[src/rtl/noc_vc_mux_arbiter.sv]
`default_nettype none
// ============================================================================
//  Module      : noc_vc_mux_arbiter
//  Description : Merges CHANNELS virtual-channel flit streams onto one link.
//                Round-robin arbitration between packets, with wormhole
//                locking from head to tail. The output stage is a registered
//                slice.
//                Optional macro NOC_VC_MUX_ARBITER_CLEAR_EN adds a synchronous
//                i_clear input that flushes the slice and the arbiter.
//  Revision    : 1.0 - initial release
// ============================================================================
module noc_vc_mux_arbiter #(
  parameter int CHANNELS   = 2,
  parameter int FLIT_WIDTH = 64,
  localparam int VC_WIDTH  = (CHANNELS > 1) ? $clog2(CHANNELS) : 1
) (
  input  logic                           clk,
  input  logic                           rst,
`ifdef NOC_VC_MUX_ARBITER_CLEAR_EN
  input  logic                           i_clear,
`endif
  input  logic [CHANNELS-1:0]            i_vc_valid,
  output logic [CHANNELS-1:0]            o_vc_ready,
  input  logic [CHANNELS*FLIT_WIDTH-1:0] i_vc_flit,
  input  logic [CHANNELS-1:0]            i_vc_head,
  input  logic [CHANNELS-1:0]            i_vc_tail,
  output logic                           o_valid,
  input  logic                           i_ready,
  output logic [FLIT_WIDTH-1:0]          o_flit,
  output logic                           o_head,
  output logic                           o_tail,
  output logic [VC_WIDTH-1:0]            o_vc
);

  localparam logic [VC_WIDTH-1:0] c_last_ch = VC_WIDTH'(CHANNELS - 1);

  typedef enum logic [0:0] {
    ST_IDLE   = 1'b0,
    ST_LOCKED = 1'b1
  } state_t;

  state_t                r_state, w_state_nxt;
  logic [VC_WIDTH-1:0]   r_lock_ch, w_lock_ch_nxt;
  logic [VC_WIDTH-1:0]   r_rr_ptr, w_rr_ptr_nxt;

  logic                  r_valid;
  logic [FLIT_WIDTH-1:0] r_flit;
  logic                  r_head;
  logic                  r_tail;
  logic [VC_WIDTH-1:0]   r_vc;

  logic [VC_WIDTH-1:0]   w_cand [CHANNELS];
  logic [CHANNELS-1:0]   w_grant;
  logic [VC_WIDTH-1:0]   w_gnt_idx;
  logic                  w_gnt_any;
  logic                  w_clear;
  logic                  w_load;
  logic                  w_accept;
  logic                  w_sel_head;
  logic                  w_sel_tail;

`ifdef NOC_VC_MUX_ARBITER_CLEAR_EN
  assign w_clear = i_clear;
`else
  assign w_clear = 1'b0;
`endif

  // The slice can take a new flit whenever it is empty or being drained.
  assign w_load     = (!r_valid || i_ready) && !w_clear;
  assign w_accept   = w_load && w_gnt_any;
  assign o_vc_ready = w_load ? w_grant : '0;
  assign w_sel_head = i_vc_head[w_gnt_idx];
  assign w_sel_tail = i_vc_tail[w_gnt_idx];

  assign o_valid = r_valid;
  assign o_flit  = r_flit;
  assign o_head  = r_head;
  assign o_tail  = r_tail;
  assign o_vc    = r_vc;

  // Round-robin search order: channels starting at rr_ptr, wrapping to 0.
  always_comb begin
    for (int k = 0; k < CHANNELS; k++) begin
      if (int'(r_rr_ptr) + k >= CHANNELS)
        w_cand[k] = VC_WIDTH'(int'(r_rr_ptr) + k - CHANNELS);
      else
        w_cand[k] = VC_WIDTH'(int'(r_rr_ptr) + k);
    end
  end

  // Grant selection: locked channel only, or first valid in search order.
  always_comb begin
    w_grant   = '0;
    w_gnt_idx = '0;
    w_gnt_any = 1'b0;
    if (r_state == ST_LOCKED) begin
      if (i_vc_valid[r_lock_ch]) begin
        w_gnt_any = 1'b1;
        w_gnt_idx = r_lock_ch;
      end
    end else begin
      for (int k = 0; k < CHANNELS; k++) begin
        if (!w_gnt_any && i_vc_valid[w_cand[k]]) begin
          w_gnt_any = 1'b1;
          w_gnt_idx = w_cand[k];
        end
      end
    end
    if (w_gnt_any)
      w_grant[w_gnt_idx] = 1'b1;
  end

  // Next-state logic: heads advance the pointer, tails unlock, multi-flit heads lock.
  always_comb begin
    w_state_nxt   = r_state;
    w_lock_ch_nxt = r_lock_ch;
    w_rr_ptr_nxt  = r_rr_ptr;
    if (w_clear) begin
      w_state_nxt  = ST_IDLE;
      w_rr_ptr_nxt = '0;
    end else if (w_accept) begin
      if (w_sel_head)
        w_rr_ptr_nxt = (w_gnt_idx == c_last_ch) ? '0 : w_gnt_idx + 1'b1;
      if (w_sel_tail) begin
        w_state_nxt = ST_IDLE;
      end else if (r_state == ST_IDLE && w_sel_head) begin
        w_state_nxt   = ST_LOCKED;
        w_lock_ch_nxt = w_gnt_idx;
      end
    end
  end

  // Arbiter state and output slice registers.
  always_ff @(posedge clk or posedge rst) begin
    if (rst) begin
      r_state   <= ST_IDLE;
      r_lock_ch <= '0;
      r_rr_ptr  <= '0;
      r_valid   <= 1'b0;
      r_flit    <= '0;
      r_head    <= 1'b0;
      r_tail    <= 1'b0;
      r_vc      <= '0;
    end else begin
      r_state   <= w_state_nxt;
      r_lock_ch <= w_lock_ch_nxt;
      r_rr_ptr  <= w_rr_ptr_nxt;
      if (w_clear) begin
        r_valid <= 1'b0;
      end else if (w_load) begin
        r_valid <= w_gnt_any;
        if (w_gnt_any) begin
          r_flit <= i_vc_flit[int'(w_gnt_idx)*FLIT_WIDTH +: FLIT_WIDTH];
          r_head <= w_sel_head;
          r_tail <= w_sel_tail;
          r_vc   <= w_gnt_idx;
        end
      end
    end
  end

endmodule
`default_nettype wire
[config.mk]
export PLATFORM = sky130hd
export DESIGN_NAME = noc_vc_mux_arbiter
export DESIGN_NICKNAME = d
export VERILOG_FILES = /design/src/rtl/noc_vc_mux_arbiter.sv
export SDC_FILE = /design/constraint.sdc
export NUM_CORES = 1
export LEC_CHECK = 0
export CAP_MARGIN = 10
export CORE_MARGIN = 2
export CORE_UTILIZATION = 33
export DETAILED_ROUTE_END_ITERATION = 6
export GPL_TIMING_DRIVEN = 0
export PLACE_DENSITY_LB_ADDON = 0.08
export SETUP_SLACK_MARGIN = 0.15
export SYNTH_ARGS = -nofsm -noshare
export SYNTH_HDL_FRONTEND = slang
export SYNTH_SLANG_ARGS = --single-unit
[constraint.sdc]
create_clock -name clk -period 2.44 [get_ports clk]
set_clock_uncertainty 0.15 [all_clocks]
set_input_delay 0.61 -clock clk [delete_from_list [all_inputs] [get_ports clk]]
set_output_delay 0.61 -clock clk [all_outputs]
set_load 0.05 [all_outputs]
; ---- Word level (Yosys, flattened, before mapping)
; Cells that the tools add are included.
[totals]
mem_count = 0
wordCells = 62
mem_bits_rw = 0
romBits = 0
regBits = 71
out_inout_bits = 70
latch_bits = 0
input_bits = 137
[classes]
eq_ne = 0
n_reduce_logical = 12
multipliers = 0
n_addsub = 4
shifts = 1
bitwise = 2
n_div = 0
mux = 28
magnitude_cmp = 7
[op_table]
columns = op, n
row1 = $shiftx 128x8->64, 1
row2 = $mux 1, 25
row3 = $lt 1x2->1 const B, 4
row4 = $reduce_and 2->1, 3
row5 = $logic_and 1x1->1, 4
row6 = $mux 2, 2
row7 = $reduce_and 3->1, 1
row8 = $add 1x1->2 const B, 1
row9 = $ge 1x2->1 const B, 1
row10 = $ge 2x2->1 const B, 1
row11 = $logic_not 1->1, 2
row12 = $not 1->1, 2
row13 = $reduce_bool 2->1, 1
row14 = $sub 1x1->1 const B, 2
row15 = $add 1x1->1 const B, 1
row16 = $demux 1 s1, 1
row17 = $ge 1x1->1 const B, 1
row18 = $logic_or 1x1->1, 1

; ---- Longest topological paths before layout
[logic_depth]
depth_word = 16
mapped_depth = 7

; ---- Worst setup path after synthesis
; Ideal clock, no wire load.
[synth_timing]
path_type = input to output
start = in i_vc_valid[0]
end = out o_vc_ready[0]
setup_slack_ns = -0.442
arrival_ns = 2.122
path_stages = 5
required_ns = 1.680
n_path_buf = 2
cell_sequence = or3b_4 and3_1 buf_6 clkbuf_1 nor2_1
[synth_via]
elab_chain_cells = 14
word_cells_on_any_way = 24
cone_classes = 2 x order compare / 19 x mux / 3 x reduce/logical
[synth_lines]
columns = element, line_no
row1 = from (decl), 22  ; input logic [CHANNELS-1:0] i_vc_valid,
row2 = $mux 1 (not written as such) (2 in a row), 103  ; if (!w_gnt_any && i_vc_valid[w_cand[k]]) begin
row3 = $mux 1, 103
row4 = $mux 1, 96  ; if (r_state == ST_LOCKED) begin
row5 = $logic_not 1->1, 103
row6 = $logic_and 1x1->1, 103
row7 = $mux 1, 103
row8 = $mux 1, 96
row9 = $lt 1x2->1 (not written as such) or $ge 1x1->1 (tied branches), 110  ; w_grant[w_gnt_idx] = 1'b1;
row10 = $logic_and 1x1->1 (not written as such), 110
row11 = $mux 1 (not written as such), 110
row12 = $demux 1 s1, 110
row13 = $mux 2 *, 109  ; if (w_gnt_any)
row14 = $mux 2 *, 71  ; assign o_vc_ready = w_load ? w_grant : '0;
row15 = to (decl), 23  ; output logic [CHANNELS-1:0] o_vc_ready,
; Every way passes the cells marked *; elsewhere a longest branch is shown, timed or not. The select of a mux whose other input is x is not followed.

; ---- Final worst setup path
[layout_timing]
start = reg r_state
end = out o_vc_ready[0]
[layout_via]
elab_chain_cells = 7
word_cells_on_any_way = 9
cone_classes = 2 x order compare / 6 x mux / 1 x reduce/logical
[layout_lines]
columns = element, line_no
row1 = from (decl), 42  ; state_t r_state, w_state_nxt;
row2 = from (signal assigned), 145  ; r_state <= w_state_nxt;
row3 = $mux 1, 96
row4 = $lt 1x2->1 (not written as such) or $ge 1x1->1 (tied branches), 110
row5 = $logic_and 1x1->1 (not written as such), 110
row6 = $mux 1 (not written as such), 110
row7 = $demux 1 s1, 110
row8 = $mux 2 *, 109
row9 = $mux 2 *, 71
; Every way passes the cells marked *; elsewhere a longest branch is shown, timed or not.

==> results.toml <==
[finish]
seq_area_um2 = 1780
fillers = 888
multiInputGateArea_um2 = 1390
syn2layout_area_growth_pct = 82.0
final_nets = 756
drive_above_1_share = 0.0965
postLayoutCellArea_um2 = 5960
diodes = 0

[global_routing]
first_global_vias = 3746
grt.total_usage = 0.217
antenna_found_initial = 0
grt_max_degree = 39
grt-ovfl-total = 0
grt_pass1_wl_um = 18900

[placed_design]
io_buffers = 206
dpl_cell_area_um2 = 5540
hpwl_um = 8470
gp_congestion = 0.769

[logic_synthesis]
synth.net_count = 530
yosys_warnings = 0
synth_commonest_cells = "nand2_1 (130), dfrtp_1 (71), nor2_1 (71)"
synth_most_common_cell = "nand2_1"
async_flop_share = 1.00
ys_types = 26
netlist_instances = 393
synth_top_cell_area_share = 0.543
ys.flop_type = "dfrtp_1"
synth-edff-count = 0
synth_top_area_cell = "dfrtp_1"
mappedNetlistArea_um2 = 3270
yosysSeqAreaShare = 0.543
yosys-top-cells-area = "dfrtp_1 (54%), nand2_1 (15%), a31oi_1 (13%), nor2_1 (8.1%), clkbuf_1 (1.7%)"
ys_seq_elements = 71
synth.avg_cell_area_um2 = 8.33

[detailed_routing]
vias = 3621
via_per_inst = 4.80
first_iter_violations = 123
routed_wirelength_um = 11600
remaining_drc_errors = 0
ant_nets = 0
dr.pass1.iters = 4
wl_per_cell_um = 15.3

[clocking]
numCtsBuffers = 9
clockBufferDepth = 2
root_buffer = "clkbuf_8"
h-tree-depth = 3
cts_sinks = 71
clk_latency_ns = 0.34
cts_tree = "yes"
clkTransAtPathRegs_ns = 0.07
hold_buffers = 0

[floorplan]
fp.coreArea_um2 = 9680
pin_count = 207
die-width_um = 104
initial_core_util = 0.338
rows = 36
die_area_um2 = 10700
die_height_um = 104

[timing]
finalSetupTns_ns = -0.284
finalHoldViolations = 0
fin_crit_sh = 1.07
max_freq_ghz = 0.383
period_minus_slack_ns = 2.61
setup_violations = 2
slew_headroom = 0.425
tightest_slew_ns = 0.861
drv_slew = 0
grt_setup_unrepaired = "yes"
setup_slack_ns = -0.168

[flow_run]
max_cap_violations = 0

[critical_path]
critPathArrivalTime_ns = 1.85
reg2reg_from = "r_state$_DFFE_PP0P_"
required_ns = 1.68
startpoint_type = "flip-flop"
r2r_slack_ns = 0.27
critical_path_peak_fanout = 2
crit_type = "reg -> out"
ff2ff_path_depth = 9
cp-end-kind = "output port"
r2r-end = "o_flit[52]$_DFFE_PP0P_"

[worst_hold_path]
hp-class = "reg -> reg"
hold_depth = 1
min_from = "o_vc$_DFFE_PP0P_"
hold_end = "o_vc$_DFFE_PP0P_"

[outcome]
violations = "setup timing"
status = "finished, violations left"

[power_and_ir_drop]
ir_drop_uv = 588
powerDensity_nw_per_um2 = 1330
p_leak_uw = 0.00274
[cells by family after synthesis]
logic type	after synthesis	synth area share
AOI/OAI and AO/OA	76	0.148
buffers and inverters	32	0.0493
DFF	71	0.543
muxes	3	0.00955
and+or+nand+nor	211	0.250
[sequential cells by signal, summed over array words and instances, names as in the netlist]
name,cells
o_tail,1
r_rr_ptr,1
r_state,1
o_vc,1
o_valid,1
o_head,1
r_lock_ch,1
o_flit,64
[report_power, final]
group	switching, uW	internal (uW)	total [uW]
combinational	3300	1700	5000
sequential	297	1760	2060
clock	416	471	887
total	4020	3930	7950
[metrics by stage]
step / utilization / hold WS [ns] / power (uW) / worst slack, ns / instances
2_1_floorplan: - / 0.373 / 5250 / -0.0866 / 393
3_3_place_gp: 0.570 / 0.344 / 7000 / -1.34 / 732
3_5_place_dp: 0.572 / 0.350 / 7060 / -1.37 / 733
4_1_cts: 0.605 / 0.360 / 8050 / -0.182 / 756
5_1_grt: 0.615 / 0.386 / 8390 / -0.205 / 755
6_report: 0.615 / 0.358 / 7950 / -0.168 / 755
[worst max-delay path by stage]
stage	startpoint	end	slack (ns)	depth (start not counted)
floorplan	i_vc_valid[0]	o_vc_ready[0]	-0.09	5
global placement	i_vc_valid[0]	o_vc_ready[0]	-1.34	7
detailed placement	i_vc_valid[0]	o_vc_ready[0]	-1.37	7
CTS	r_state$_DFFE_PP0P_	o_vc_ready[0]	-0.18	7
global route	r_state$_DFFE_PP0P_	o_vc_ready[0]	-0.21	7
finish	r_state$_DFFE_PP0P_	o_vc_ready[0]	-0.17	7
[critical path: stages (launching register included)]
cell       delay [ns]
dfrtp_1          0.37
buf_6            0.11
or3b_4           0.36
and3_4           0.18
buf_8            0.12
clkbuf_16        0.14
nor2_4           0.07
buf_6            0.16
[what timing repair did]
item | in CTS | in global routing
gates resized for setup | 46 | 49
pin swaps | 4 | 0
setup buffers | 9 | 0
endpoints found under the setup margin | 82 | 84
[routing by layer]
| metal | global-route usage | wire (um) |
|---|---|---|
| met5 | 0 | 0 |
| met4 | 0.0685 | 208 |
| met3 | 0.0680 | 1080 |
| met2 | 0.371 | 5480 |
| met1 | 0.262 | 4790 |
[layout by cell type, fill, tap and decap left out, drive strengths merged, types with 3 or more instances in the layout]
cell type and instances:
nor2 71, buf 28, dfrtp 71, clkbuf 28, a31oi 66, nand2 130, clkdlybuf4s50 155, a21oi 4
nand2b 3, dlygate4sd2 11, dlymetal6s2s 36
[final cells by class]
class	instances	share of cell area
timing repair buffer	216	0.375
sequential	71	0.298
multi-input combinational	290	0.232
buffer	29	0.0336
clock buffer	14	0.0307
tap	133	0.0279
inverter	2	0.00189
Note: power is estimated with default switching activity, not from simulation.
